<file path="config.mk">
export PLATFORM = sky130hd
export DESIGN_NAME = vga_scan_ctrl
export DESIGN_NICKNAME = d
export VERILOG_FILES = /design/src/rtl/vga_timing_pkg.sv /design/src/rtl/clk_en_div.sv /design/src/rtl/vga_scan_ctrl.sv
export SDC_FILE = /design/constraint.sdc
export NUM_CORES = 1
export LEC_CHECK = 0
export BUFFER_PORTS_ARGS = -buffer_cell sky130_fd_sc_hd__buf_2
export CAP_MARGIN = 10
export CORE_MARGIN = 4
export CORE_UTILIZATION = 55
export DETAILED_ROUTE_END_ITERATION = 10
export GPL_TIMING_DRIVEN = 0
export PLACE_DENSITY = 0.83
export SLEW_MARGIN = 30
export SYNTH_ARGS = -nofsm -noshare
export SYNTH_HDL_FRONTEND = slang
export SYNTH_SLANG_ARGS = --single-unit
</file>
<file path="constraint.sdc">
create_clock -name clk -period 3 [get_ports clk]
set_input_delay 0.6 -clock clk [delete_from_list [all_inputs] [get_ports clk]]
set_output_delay 0.6 -clock clk [all_outputs]
set_load 0.05 [all_outputs]
</file>
<file path="src/rtl/vga_timing_pkg.sv">
// ============================================================================
//  Module      : vga_timing_pkg
//  Description : 640x480@60 timing constants, RGB pixel type and the window
//                decode helper shared by the VGA scan logic.
//  Revision    : 1.0  initial release
// ============================================================================
`default_nettype none

package vga_timing_pkg;

    localparam int unsigned c_h_vis  = 640;
    localparam int unsigned c_h_fp   = 16;
    localparam int unsigned c_h_sync = 96;
    localparam int unsigned c_h_bp   = 48;
    localparam int unsigned c_v_vis  = 480;
    localparam int unsigned c_v_fp   = 10;
    localparam int unsigned c_v_sync = 2;
    localparam int unsigned c_v_bp   = 33;

    localparam int unsigned c_h_tot = c_h_vis + c_h_fp + c_h_sync + c_h_bp;
    localparam int unsigned c_v_tot = c_v_vis + c_v_fp + c_v_sync + c_v_bp;

    localparam int unsigned c_h_sync_start = c_h_vis + c_h_fp;
    localparam int unsigned c_h_sync_end   = c_h_sync_start + c_h_sync - 1;
    localparam int unsigned c_v_sync_start = c_v_vis + c_v_fp;
    localparam int unsigned c_v_sync_end   = c_v_sync_start + c_v_sync - 1;

    typedef struct packed {
        logic [3:0] r;
        logic [3:0] g;
        logic [3:0] b;
    } rgb_t;

    // True when pos lies in [lo, lo+len).
    function automatic logic in_window(input int unsigned pos,
                                       input int unsigned lo,
                                       input int unsigned len);
        return (pos >= lo) && (pos < lo + len);
    endfunction

endpackage

`default_nettype wire

</file>
<file path="src/rtl/clk_en_div.sv">
// ============================================================================
//  Module      : clk_en_div
//  Description : Divide-by-DIV clock enable; ce is high for one clk when the
//                divider reaches DIV-1.
//  Revision    : 1.0  initial release
// ============================================================================
`default_nettype none

module clk_en_div #(
    parameter int unsigned DIV = 4
) (
    input  logic clk,
    input  logic reset,
    output logic o_ce
);

    localparam int unsigned W = $clog2(DIV);

    logic [W-1:0] r_cnt;
    logic         w_last;

    assign w_last = (r_cnt == W'(DIV - 1));
    assign o_ce   = w_last;

    always_ff @(posedge clk or negedge reset) begin
        if (!reset) begin
            r_cnt <= '0;
        end else if (w_last) begin
            r_cnt <= '0;
        end else begin
            r_cnt <= r_cnt + 1'b1;
        end
    end

endmodule

`default_nettype wire

</file>
<file path="src/rtl/vga_scan_ctrl.sv">
// ============================================================================
//  Module      : vga_scan_ctrl
//  Description : VGA raster scan: pixel counters, sync decode and a registered
//                output stage that lags the published scan position by one pixel.
//  Revision    : 1.0  initial release
// ============================================================================
`default_nettype none

module vga_scan_ctrl
    import vga_timing_pkg::*;
#(
    parameter int unsigned CLK_DIV = 4,
    parameter int unsigned H_VIS   = c_h_vis,
    parameter int unsigned H_FP    = c_h_fp,
    parameter int unsigned H_SYNC  = c_h_sync,
    parameter int unsigned H_BP    = c_h_bp,
    parameter int unsigned V_VIS   = c_v_vis,
    parameter int unsigned V_FP    = c_v_fp,
    parameter int unsigned V_SYNC  = c_v_sync,
    parameter int unsigned V_BP    = c_v_bp
) (
    input  logic               clk,
    input  logic               reset,
    input  logic [11:0]        color_in,
    output logic signed [15:0] pix_x,
    output logic signed [15:0] pix_y,
    output logic               hsync,
    output logic               vsync,
    output logic [3:0]         vga_r,
    output logic [3:0]         vga_g,
    output logic [3:0]         vga_b,
    output logic               frame_tick
);

    localparam int unsigned H_TOT        = H_VIS + H_FP + H_SYNC + H_BP;
    localparam int unsigned V_TOT        = V_VIS + V_FP + V_SYNC + V_BP;
    localparam int unsigned HW           = $clog2(H_TOT);
    localparam int unsigned VW           = $clog2(V_TOT);
    localparam int unsigned H_SYNC_START = H_VIS + H_FP;
    localparam int unsigned V_SYNC_START = V_VIS + V_FP;

    logic          w_pix_ce;
    logic [HW-1:0] r_h_cnt;
    logic [VW-1:0] r_v_cnt;
    logic          w_h_last;
    logic          w_v_last;
    logic          r_frame_wrap;
    logic          r_frame_tick;
    logic [15:0]   r_pix_x;
    logic [15:0]   r_pix_y;
    logic          w_raw_vis;
    logic          w_raw_hsync;
    logic          w_raw_vsync;
    logic          r_hsync;
    logic          r_vsync;
    rgb_t          r_rgb;

    clk_en_div #(
        .DIV (CLK_DIV)
    ) u_clk_en_div (
        .clk   (clk),
        .reset (reset),
        .o_ce  (w_pix_ce)
    );

    assign w_h_last = (r_h_cnt == HW'(H_TOT - 1));
    assign w_v_last = (r_v_cnt == VW'(V_TOT - 1));

    always_ff @(posedge clk or negedge reset) begin
        if (!reset) begin
            r_h_cnt      <= '0;
            r_v_cnt      <= '0;
            r_frame_wrap <= 1'b0;
        end else begin
            r_frame_wrap <= w_pix_ce && w_h_last && w_v_last;
            if (w_pix_ce) begin
                if (w_h_last) begin
                    r_h_cnt <= '0;
                    r_v_cnt <= w_v_last ? '0 : r_v_cnt + 1'b1;
                end else begin
                    r_h_cnt <= r_h_cnt + 1'b1;
                end
            end
        end
    end

    // Published position trails the counters by one clk; frame_tick lines up
    // with the clk on which the published position returns to (0,0).
    always_ff @(posedge clk or negedge reset) begin
        if (!reset) begin
            r_pix_x      <= '0;
            r_pix_y      <= '0;
            r_frame_tick <= 1'b0;
        end else begin
            r_pix_x      <= 16'(r_h_cnt);
            r_pix_y      <= 16'(r_v_cnt);
            r_frame_tick <= r_frame_wrap;
        end
    end

    assign w_raw_vis   = (r_pix_x < 16'(H_VIS)) && (r_pix_y < 16'(V_VIS));
    assign w_raw_hsync = !in_window(32'(r_pix_x), H_SYNC_START, H_SYNC);
    assign w_raw_vsync = !in_window(32'(r_pix_y), V_SYNC_START, V_SYNC);

    // Sampling on the next pix_ce gives the renderer CLK_DIV-1 clks to settle
    // and keeps colour and sync from the same pixel together.
    always_ff @(posedge clk or negedge reset) begin
        if (!reset) begin
            r_hsync <= 1'b1;
            r_vsync <= 1'b1;
            r_rgb   <= '0;
        end else if (w_pix_ce) begin
            r_hsync <= w_raw_hsync;
            r_vsync <= w_raw_vsync;
            r_rgb   <= w_raw_vis ? rgb_t'(color_in) : '0;
        end
    end

    assign pix_x      = $signed(r_pix_x);
    assign pix_y      = $signed(r_pix_y);
    assign hsync      = r_hsync;
    assign vsync      = r_vsync;
    assign vga_r      = r_rgb.r;
    assign vga_g      = r_rgb.g;
    assign vga_b      = r_rgb.b;
    assign frame_tick = r_frame_tick;

endmodule

`default_nettype wire

</file>
Yosys cells after proc, flatten, opt, wreduce, memory -nomap -nowiden

Index checks and enable logic that the tools add are counted.

Word-level logic and storage cells: 36
Bits in writable memories: 0
Latch bits: 0
Input bits: 14
Output and inout bits: 47
Memories: 0
Register bits: 58
ROM bits: 0

Shift operators: 0
Multiplexer cells: 4
Multipliers: 0
Add/sub/neg operators: 3
$lt $le $gt $ge: 6
Equality and inequality tests: 3
Reduce and logical (&&, ||, !) cells: 8
Div/mod/pow operators: 0
Bitwise operators: 0

Operator list:

| cell                                                        | number |
|---|---|
| adder 10 x 1 -> 10 bit, second input constant               | 2 |
| == test 10 bit, second input constant                       | 2 |
| less-than comparator 10 bit, second input constant          | 2 |
| less-than comparator 10 x 9 -> 1 bit, second input constant | 2 |
| two-way mux 10 bit                                          | 2 |
| two-way mux 12 bit                                          | 1 |
| >= comparator 10 bit, second input constant                 | 1 |
| >= comparator 10 x 9 -> 1 bit, second input constant        | 1 |
| logical AND 1 bit                                           | 5 |
| adder 2 x 1 -> 2 bit, second input constant                 | 1 |
| == test 2 bit, second input constant                        | 1 |
| zero test 1 bit                                             | 2 |
| two-way mux 2 bit                                           | 1 |
| AND reduction 2 bit                                         | 1 |

Logic depth before layout (Yosys ltp)

Gate-level depths: netlist of run 1.

Depth in word-level cells: 3
Gate-level depth with buffers: 6
Depth with buffers taken out: 5

By module

A second synthesis of run 1 with hierarchy kept.

Cell total of the unflattened synthesis: 212
Area total of the unflattened synthesis: 2,362.3 sq um

By module, submodules not included:

| module        | area an instance (sq um) | times used | sequential area each (sq um) | cells an instance |
|---|---|---|---|---|
| vga_scan_ctrl | 2,296.0                  | 1          | 1,403.8                      | 208 |
| clk_en_div    | 66.3                     | 1          | 50.0                         | 4 |

Worst setup path after synthesis of run 1

OpenSTA, ideal clock, no wires.

Path kind: register to register
Start point: register u_clk_en_div.r_cnt[0]
End point: register r_v_cnt[6]
Cell stages (with the launch flop): 7
Path buffers: 1
Data required time: 2.921 ns
Clock period less this slack: 1.835 ns
Path slack: 1.165 ns
Data arrival time: 1.756 ns
Library setup time: 0.079 ns
Cells stage by stage: dfrtp_1 ha_1 nand2_2 or4_4 buf_6 nor4_4 xor2_1

Longest elaborated chain between the ends: 2

Ends and longest elaborated chain:

| what                                 | line                | RTL |
|---|---|---|
| start: declaration                   | clk_en_div.sv:19    | `logic [W-1:0] r_cnt;` |
| start signal: assignment             | clk_en_div.sv:31    | `r_cnt <= r_cnt + 1'b1;` |
| == test 2 bit                        | clk_en_div.sv:22    | `assign w_last = (r_cnt == W'(DIV - 1));` |
| AND reduction 2 bit (no source line) | --                  |  |
| end signal: assignment               | vga_scan_ctrl.sv:79 | `r_v_cnt <= w_v_last ? '0 : r_v_cnt + 1'b1;` |
| end: declaration                     | vga_scan_ctrl.sv:44 | `logic [VW-1:0] r_v_cnt;` |

No other way between the ends.
A chain may end at the register's enable or synchronous reset.

Worst setup path in the final report of run 1

Start point: register r_h_cnt[0]
End point: register r_v_cnt[7]

Longest elaborated chain between the ends: 2

Ends and longest elaborated chain:

| what                                 | line                | RTL |
|---|---|---|
| start: declaration                   | vga_scan_ctrl.sv:43 | `logic [HW-1:0] r_h_cnt;` |
| start signal: assignment             | vga_scan_ctrl.sv:81 | `r_h_cnt <= r_h_cnt + 1'b1;` |
| == test 10 bit                       | vga_scan_ctrl.sv:66 | `assign w_h_last = (r_h_cnt == HW'(H_TOT - 1));` |
| AND reduction 2 bit (no source line) | --                  |  |

No other way between the ends.

==> results of run 1 <==
## cell usage after synthesis (all sizes together)
library cell,count,area [sq um]
and3,2,12.5
or4,1,11.3
o21bai,1,7.51
o22ai,1,6.26
or3,3,23.8
xor2,5,43.8
and4b,1,10.0
nor4,4,40.0
dfrtp,56,1400
ha,4,50.1
a21oi,8,40.0
conb,1,3.75
inv,20,75.1
clkbuf,3,11.3
nor4bb,2,20.0
a22o,1,8.76
and4,1,8.76
nor3,6,30.0
nand4,8,50.1
mux2,1,11.3
mux2i,2,20.0
nor2,8,30.0
buf,14,106
o21ai,18,90.1
nor2b,2,12.5
nand2,19,73.8
xnor2,5,43.8
dfstp,2,52.6
nor3b,1,7.51
nand3,6,30.0
## sequential cells by signal (all words and copies together) (netlist names)
| name | flops |
|---|---|
| pix_x | 10 |
| pix_y | 10 |
| r_h_cnt | 10 |
| r_v_cnt | 10 |
| vga_b | 4 |
| vga_g | 4 |
| vga_r | 4 |
| u_clk_en_div.r_cnt | 2 |
| frame_tick | 1 |
| hsync | 1 |
| r_frame_wrap | 1 |
| vsync | 1 |
## worst max-delay path, delay by kind of cell, from the launching register on
| kind | cells | cell delay [ps] |
|---|---|---|
| XOR/XNOR | 1 | 140 |
| buffers and inverters | 1 | 320 |
| AND/OR/NAND/NOR | 3 | 780 |
| adder cells (fa/ha/maj) | 1 | 250 |
| flip-flops | 1 | 460 |
## stage by stage
stage                      util  hold WS (ps)  instance area [sq um]  worst slack (ps)  cells
after CTS                 0.707           337                   2870               907    331
after detailed placement  0.660           337                   2680               934    315
final                     0.707           319                   2870               915    331
after global routing      0.707           350                   2870               789    331
after global placement    0.660           337                   2680              1010    315
after floorplan               -           304                   2370              1160    217
## worst paths after layout
path,start,end,slack [ps],cells after the start
setup / recovery,r_h_cnt[0],r_v_cnt[7],910,6
max in group asynchronous,reset,r_frame_wrap,2230,1
hold / removal,reset,r_h_cnt[0],320,1
min in group clk,r_frame_wrap,frame_tick,350,0
setup reg to reg,r_h_cnt[0],r_v_cnt[7],910,6
hold reg to reg,r_frame_wrap,frame_tick,350,0
## area by class of cell
| class | count | share of cell area |
|---|---|---|
| inverter | 20 | 0.0262 |
| timing repair buffer | 48 | 0.0846 |
| tap | 50 | 0.0218 |
| clock buffer | 13 | 0.0519 |
| multi-input combinational | 122 | 0.253 |
| buffer | 17 | 0.0410 |
| sequential | 58 | 0.507 |
| clock inverter | 3 | 0.0140 |
## power by group through the flow
stage	registers (mW)	clock network [mW]	logic, mW
after floorplan	0.839	0	0.0501
after global placement	0.808	0	0.112
after detailed placement	0.809	0	0.113
after CTS	0.795	0.704	0.114
after global routing	0.795	0.739	0.121
final	0.795	0.691	0.113
## layer usage
layer | share of wire | vias to the layer above | GRT usage
met2 | 0.48 | 49 | 0.300
met3 | 0.066 | 8 | 0.0551
met5 | 0 | - | 0
met4 | 0.020 | 0 | 0.107
met1 | 0.43 | 779 | 0.234
li1 | - | 813 | -
## cells in the final DEF, fill, tap and decap left out, types with 3 or more instances in the layout
cell type,n
sky130_fd_sc_hd__a21oi_1,8
sky130_fd_sc_hd__buf_2,48
sky130_fd_sc_hd__buf_4,13
sky130_fd_sc_hd__clkbuf_1,6
sky130_fd_sc_hd__clkbuf_8,10
sky130_fd_sc_hd__conb_1,12
sky130_fd_sc_hd__dfrtp_1,56
sky130_fd_sc_hd__ha_1,4
sky130_fd_sc_hd__inv_1,20
sky130_fd_sc_hd__nand2_1,18
sky130_fd_sc_hd__nand3_1,6
sky130_fd_sc_hd__nand4_1,8
sky130_fd_sc_hd__nor2_1,8
sky130_fd_sc_hd__nor3_1,6
sky130_fd_sc_hd__nor4_1,3
sky130_fd_sc_hd__o21ai_0,18
sky130_fd_sc_hd__xnor2_1,5
sky130_fd_sc_hd__xor2_1,5
## logic make-up after synthesis
family	synth area share
buffers and inverters	0.0826
adder cells (fa/ha/maj)	0.0215
XOR/XNOR	0.0376
AND/OR/NAND/NOR	0.155
multiplexers	0.0134
flip-flops	0.623
AO/OA/AOI/OAI	0.0655
other	0.00161
==> results.env, run 1 <==
FIN_CRIT_SH=0.695
CRITICAL_PATH_PEAK_FANOUT=10
STATIC_LEAKAGE_nW=1.47
DESIGN.PORTCOUNT=61
POWER_DENSITY_RELATIVE_TO_CELL_AREA_nW_PER_UM2=557
CTS_SINKS=58
VIA_COUNT_OF_THE_ROUTED_DESIGN=1649
POWER.SHARE.SEQUENTIAL=0.497
TIMING.SETUP.CRITICAL_PATH_CLASS='reg -> reg'
POST-DP-HPWL_UM=3210
SLEW_OF_THE_PIN_WITH_THE_LOWEST_SLEW_MARGIN_PS=687
MAX-SLEW-MARGIN-REL=0.542
DRC=0
CTS_POST_SETUP_BUFFERS_INSERTED=0
TIMING.CRITICAL_PATH.FROM_TYPE='register'
GRT_START_MAX_NET_PINS=59
DIE_Y_UM=73.1
GRT_PASS1_WL_UM=7580
POWER_REPORT.INTERNAL_TOTAL_mW=1.22
CTS.REPAIR.RESIZED=0
NFILLCELLS=301
LAYOUT-AREA-OVERHEAD-VS-SYNTH_PCT=23.0
FP.COREAREA_SQ_UM=4060
POWER.SWITCHING_FRACTION=0.236
ROUTEDWLPERCELL_UM=13.8
RSZ0062_AT_GRT='false'
NETS=294
REGISTER_AREA_SQ_UM=1450
P_CLK_FRAC=0.432
MAX_CLOCK_FREQ_GHz=0.480
PWR-SHARE-COMB=0.071
WORST_SETUP_PATH_END_KIND='register'
CTS_TREE='yes'
PATH_CLK_SLEW_PS=70
MAX-VDD-IR-DROP_uV=343
IO_BUFFER_COUNT=48
FLOORPLAN.DIE_AREA_SQ_UM=5350
NUMBER_OF_STANDARD_CELL_ROWS_IN_THE_FLOORPLAN=23
FINALSETUPVIOLCOUNT=0
PATH_CELLS='ha_1 > nand2_2 > nor4_1 > buf_2 > nand3_1 > xnor2_1'
FIRST_GLOBAL_VIAS=1654
SYN_AREA_SQ_UM=2330
CTS-ROOT-BUF='sky130_fd_sc_hd__clkbuf_8'
DRT_FIRST_PASS_ITERS=4
CP_DATA_ARRIVAL_TIME_PS=2290
SWITCHING_POWER_SUMMED_OVER_ALL_NETS_mW=0.378
CTS-HOLD-FIX-BUFFERS=0
WL_UM=4560
REPORT.FINAL.HOLD_VIOL_COUNT=0
SYNTH-WARNING-COUNT=0
AVGVIACOUNTPERCELL=4.98
SYNTH-SEQ-CELLS=58
SYNTH_CELL_TYPE_COUNT=35
WORST_CLOCK_SKEW_PS=8.45
FIN_TNS_SETUP_PS=0
CLK-INSERTION-DELAY-LATE_PS=330
GP_CONGESTION=0.771
YS_SEQ_AREA_FRAC=0.623
TOTAL_GRT_USAGE=0.190
STATUS='completed'
INITIAL_CORE_UTIL=0.575
AREA_OF_THE_MULTI_INPUT_GATES_SQ_UM=727
CTS-HTREE-LEVELS=3
GRT_ANTENNA_BEFORE_REPAIR=0
CTS-ROOT-TO-SINK-BUFFERS=2
TIMING_MAX_TRANSITION_VIOLATIONS_FINAL=0
GR-TOTAL-OVERFLOW=0
SYN-INSTANCE-COUNT=206
CTS_MADE_BUFFERS=9
MAX_CAP_VIOLATIONS=0
MIN_PATH_TYPE='in -> async'
TIMING.CRITICAL_PATH.REQUIRED_PS=3200
ANT_NETS=0
DRIVE_ABOVE_1_SHARE=0.292
FINAL_PERIOD_MINUS_WORST_SETUP_SLACK_PS=2090
POSTSYNTHAREAPERCELL_SQ_UM=11.3
INSERTEDDIODECOUNT=0
DRT_ITER0_MARKERS=108
TOTAL_POWER_mW=1.60
DIEWIDTH_UM=73.1
CRITICAL_PATH.SLOWEST_CELL='sky130_fd_sc_hd__nor4_1'
CRIT_PATH_MAX_INCR_DELAY_PS=550
Note: power is estimated with default switching activity, not from simulation.
==> run 2: changes to the inputs <==
Settings changed: CORE_UTILIZATION 55 to 47, PLACE_DENSITY 0.83 to 0.75.
Clock period 3 ns to 1.9 ns, I/O delays scaled along.
==> run 2 against run 1 <==
Fmax up 19%. Cell count rose by 6.3%. First-iteration DRC count increased by 31%. Non-clock buffer count increased by 5. Worst hold slack worse by 220 ps. Core utilization down 9.0 points. Largest cell class unchanged.
==> results.env, run 2 (same netlist as run 1, synthesis figures left out) <==
DPL_WORST_SLACK_PS=-80.1  # -1010 ps
GRT_START_MAX_NET_PINS=59  # unchanged
MET2ROUTEDLENGTH_UM=2310  # +4.4%
FINALSETUPVIOLCOUNT=0  # unchanged
FLOORPLAN.DIE_AREA_SQ_UM=6150  # +15%
DRT_FIRST_PASS_ITERS=4  # unchanged
TOTAL_POWER_mW=2.36  # +47%
MET3ROUTEDLENGTH_UM=256  # -15%
CRITICAL_PATH_PEAK_FANOUT=7  # -3
TIMING.CRITICAL_PATH.BUF_INV=1  # unchanged
DRC=0  # unchanged
TOP_LAYER_USED='met4'
MAX-SLEW-MARGIN-REL=0.535  # -0.00682
VIA_COUNT_OF_THE_ROUTED_DESIGN=1696  # +2.9%
STATIC_LEAKAGE_nW=1.49  # +1.6%
REGISTER_AREA_SQ_UM=1460  # about the same
CTS-ROOT-BUF='sky130_fd_sc_hd__clkbuf_8'
GR-TOTAL-OVERFLOW=0  # unchanged
ANT_NETS=0  # unchanged
ROUTEDWLPERCELL_UM=13.2  # -4.2%
CRIT_PATH_MAX_INCR_DELAY_PS=420  # -130 ps
PWR-SHARE-COMB=0.076  # +0.005
CLK-INSERTION-DELAY-LATE_PS=330  # about the same
WORST_SETUP_PATH_END_KIND='register'
FIN_TNS_SETUP_PS=0  # unchanged
SLEW_OF_THE_PIN_WITH_THE_LOWEST_SLEW_MARGIN_PS=697  # +10.2 ps
SETUP_WS_PS=152  # -763 ps
TIMING.CRITICAL_PATH.FROM_TYPE='register'
RSZ0062_AT_GRT='false'
FINAL_UTIL=0.617  # -0.0899
LAYOUT-AREA-OVERHEAD-VS-SYNTH_PCT=25.8
CRITICAL_PATH.SLOWEST_CELL='sky130_fd_sc_hd__or4_4'
DESIGN.PORTCOUNT=61  # unchanged
MIN_PATH_TYPE='in -> async'
AVGVIACOUNTPERCELL=4.82  # -3.3%
MAX-VDD-IR-DROP_uV=357  # +4.2%
TIMING.SETUP.CRITICAL_PATH_CLASS='reg -> reg'
POST_LAYOUT_CELL_COUNT=352  # +6.3%
LAYOUT_COMMONEST_CELL='sky130_fd_sc_hd__dfrtp_1'
WORST_CLOCK_SKEW_PS=4.68  # -3.77 ps
GP_CONGESTION=0.806  # +4.6%
INITIAL_CORE_UTIL=0.491  # -0.0843
PATH_CELLS='or3_4 > or4_4 > buf_6 > nor4_4 > xor2_1'
NUMBER_OF_STANDARD_CELL_ROWS_IN_THE_FLOORPLAN=25  # +8.7%
PATH_CLK_SLEW_PS=60  # about the same
P_CLK_FRAC=0.392  # -0.040
POWER_DENSITY_RELATIVE_TO_CELL_AREA_nW_PER_UM2=803  # +44%
DRIVE_ABOVE_1_SHARE=0.312  # +0.0205
CTS-HTREE-LEVELS=3  # unchanged
AREA_OF_THE_MULTI_INPUT_GATES_SQ_UM=763  # +5.0%
CTS-ROOT-TO-SINK-BUFFERS=2  # unchanged
DIE_Y_UM=78.4  # +7.3%
TOTAL_GRT_USAGE=0.164  # -0.0268
LAYOUT.CELLS.MOST_COMMON_LIST='sky130_fd_sc_hd__dfrtp_1, sky130_fd_sc_hd__buf_2, sky130_fd_sc_hd__inv_1'
NETS=299  # +1.7%
GRT_ANTENNA_BEFORE_REPAIR=0  # unchanged
MAX_CLOCK_FREQ_GHz=0.572  # +19%
STATUS='completed'
CTS_TREE='yes'
DIEWIDTH_UM=78.4  # +7.3%
FINAL_PERIOD_MINUS_WORST_SETUP_SLACK_PS=1750  # -337 ps
TIMING_MAX_TRANSITION_VIOLATIONS_FINAL=0  # unchanged
NFILLCELLS=409  # +36%
CTS_SINKS=58  # unchanged
POST-DP-HPWL_UM=3100  # -3.3%
POWER.SHARE.SEQUENTIAL=0.533  # +0.036
CTS_MADE_BUFFERS=9  # unchanged
DRT_ITER0_MARKERS=142  # +31%
CP_DATA_ARRIVAL_TIME_PS=2000  # -290 ps
REPORT.FINAL.HOLD_VIOL_COUNT=0  # unchanged
SWITCHING_POWER_SUMMED_OVER_ALL_NETS_mW=0.566  # +50%
MAX_CAP_VIOLATIONS=0  # unchanged
WL_MET1_UM=1980  # +1.1%
CTS-HOLD-FIX-BUFFERS=0  # unchanged
FIRST_GLOBAL_VIAS=1675  # +1.3%
POWER.SWITCHING_FRACTION=0.240  # +0.00375
DPL.CELL_COUNT=332  # +5.4%
IO_BUFFER_COUNT=48  # unchanged
INSERTEDDIODECOUNT=0  # unchanged
FIN_CRIT_SH=0.920  # +0.225
FP.COREAREA_SQ_UM=4750  # +17%
TIMING.CRITICAL_PATH.REQUIRED_PS=2150  # -1050 ps
WL_UM=4650  # +1.9%
GRT_PASS1_WL_UM=7660  # +1.0%
CRITICAL-PATH-TOP-DELAY-FAMILY='simple AND/OR/NAND/NOR gates'
POWER_REPORT.INTERNAL_TOTAL_mW=1.79  # +47%
run 2: what timing repair did:
action,4_1_cts,5_1_grt
pin swaps,0,3
resized for setup,4,3
setup buffers,2,3
setup endpoints to repair,5,1
run 2: through the flow:
stage               cell area [sq um]  hold slack, ps
floorplan                        2370            84.4
global placement                 2700             339
detailed placement               2700             346
CTS                              2890             115
global route                     2930             159
finish                           2930            96.5
run 2: layout make-up:
| cell class | instances | share of cell area |
|---|---|---|
| Clock inverter | 1 | 0.00171 |
| Sequential cell | 58 | 0.496 |
| Inverter | 20 | 0.0256 |
| Buffer | 17 | 0.0401 |
| Clock buffer | 14 | 0.0520 |
| Timing Repair Buffer | 53 | 0.0956 |
| Multi-Input combinational cell | 122 | 0.260 |
| Tap cell | 67 | 0.0286 |
run 2: worst paths after layout:
path | depth (start not counted) | from | slack [ps] | endpoint
hold reg to reg | 0 | r_frame_wrap | 350 | frame_tick
min in group clk | 3 | color_in[4] | 260 | vga_g[0]
hold / removal | 1 | reset | 100 | pix_x[1]
max in group asynchronous | 1 | reset | 1290 | r_h_cnt[2]
setup reg to reg | 5 | r_h_cnt[7] | 150 | r_v_cnt[6]
setup / recovery | 5 | r_h_cnt[7] | 150 | r_v_cnt[6]
run 2: power groups by stage:
stage	Sequential, mW	Clock, mW	Combinational, mW
floorplan	1.32	0	0.0791
global placement	1.28	0	0.178
detailed placement	1.28	0	0.179
CTS	1.25	0.955	0.180
global route	1.26	1.00	0.192
finish	1.25	0.923	0.178
run 2: routing by layer:
metal / up-vias / global-route usage
li1: 816 / -
met2: 57 / 0.253
met5: - / 0
met3: 8 / 0.0493
met4: 0 / 0.101
met1: 815 / 0.200
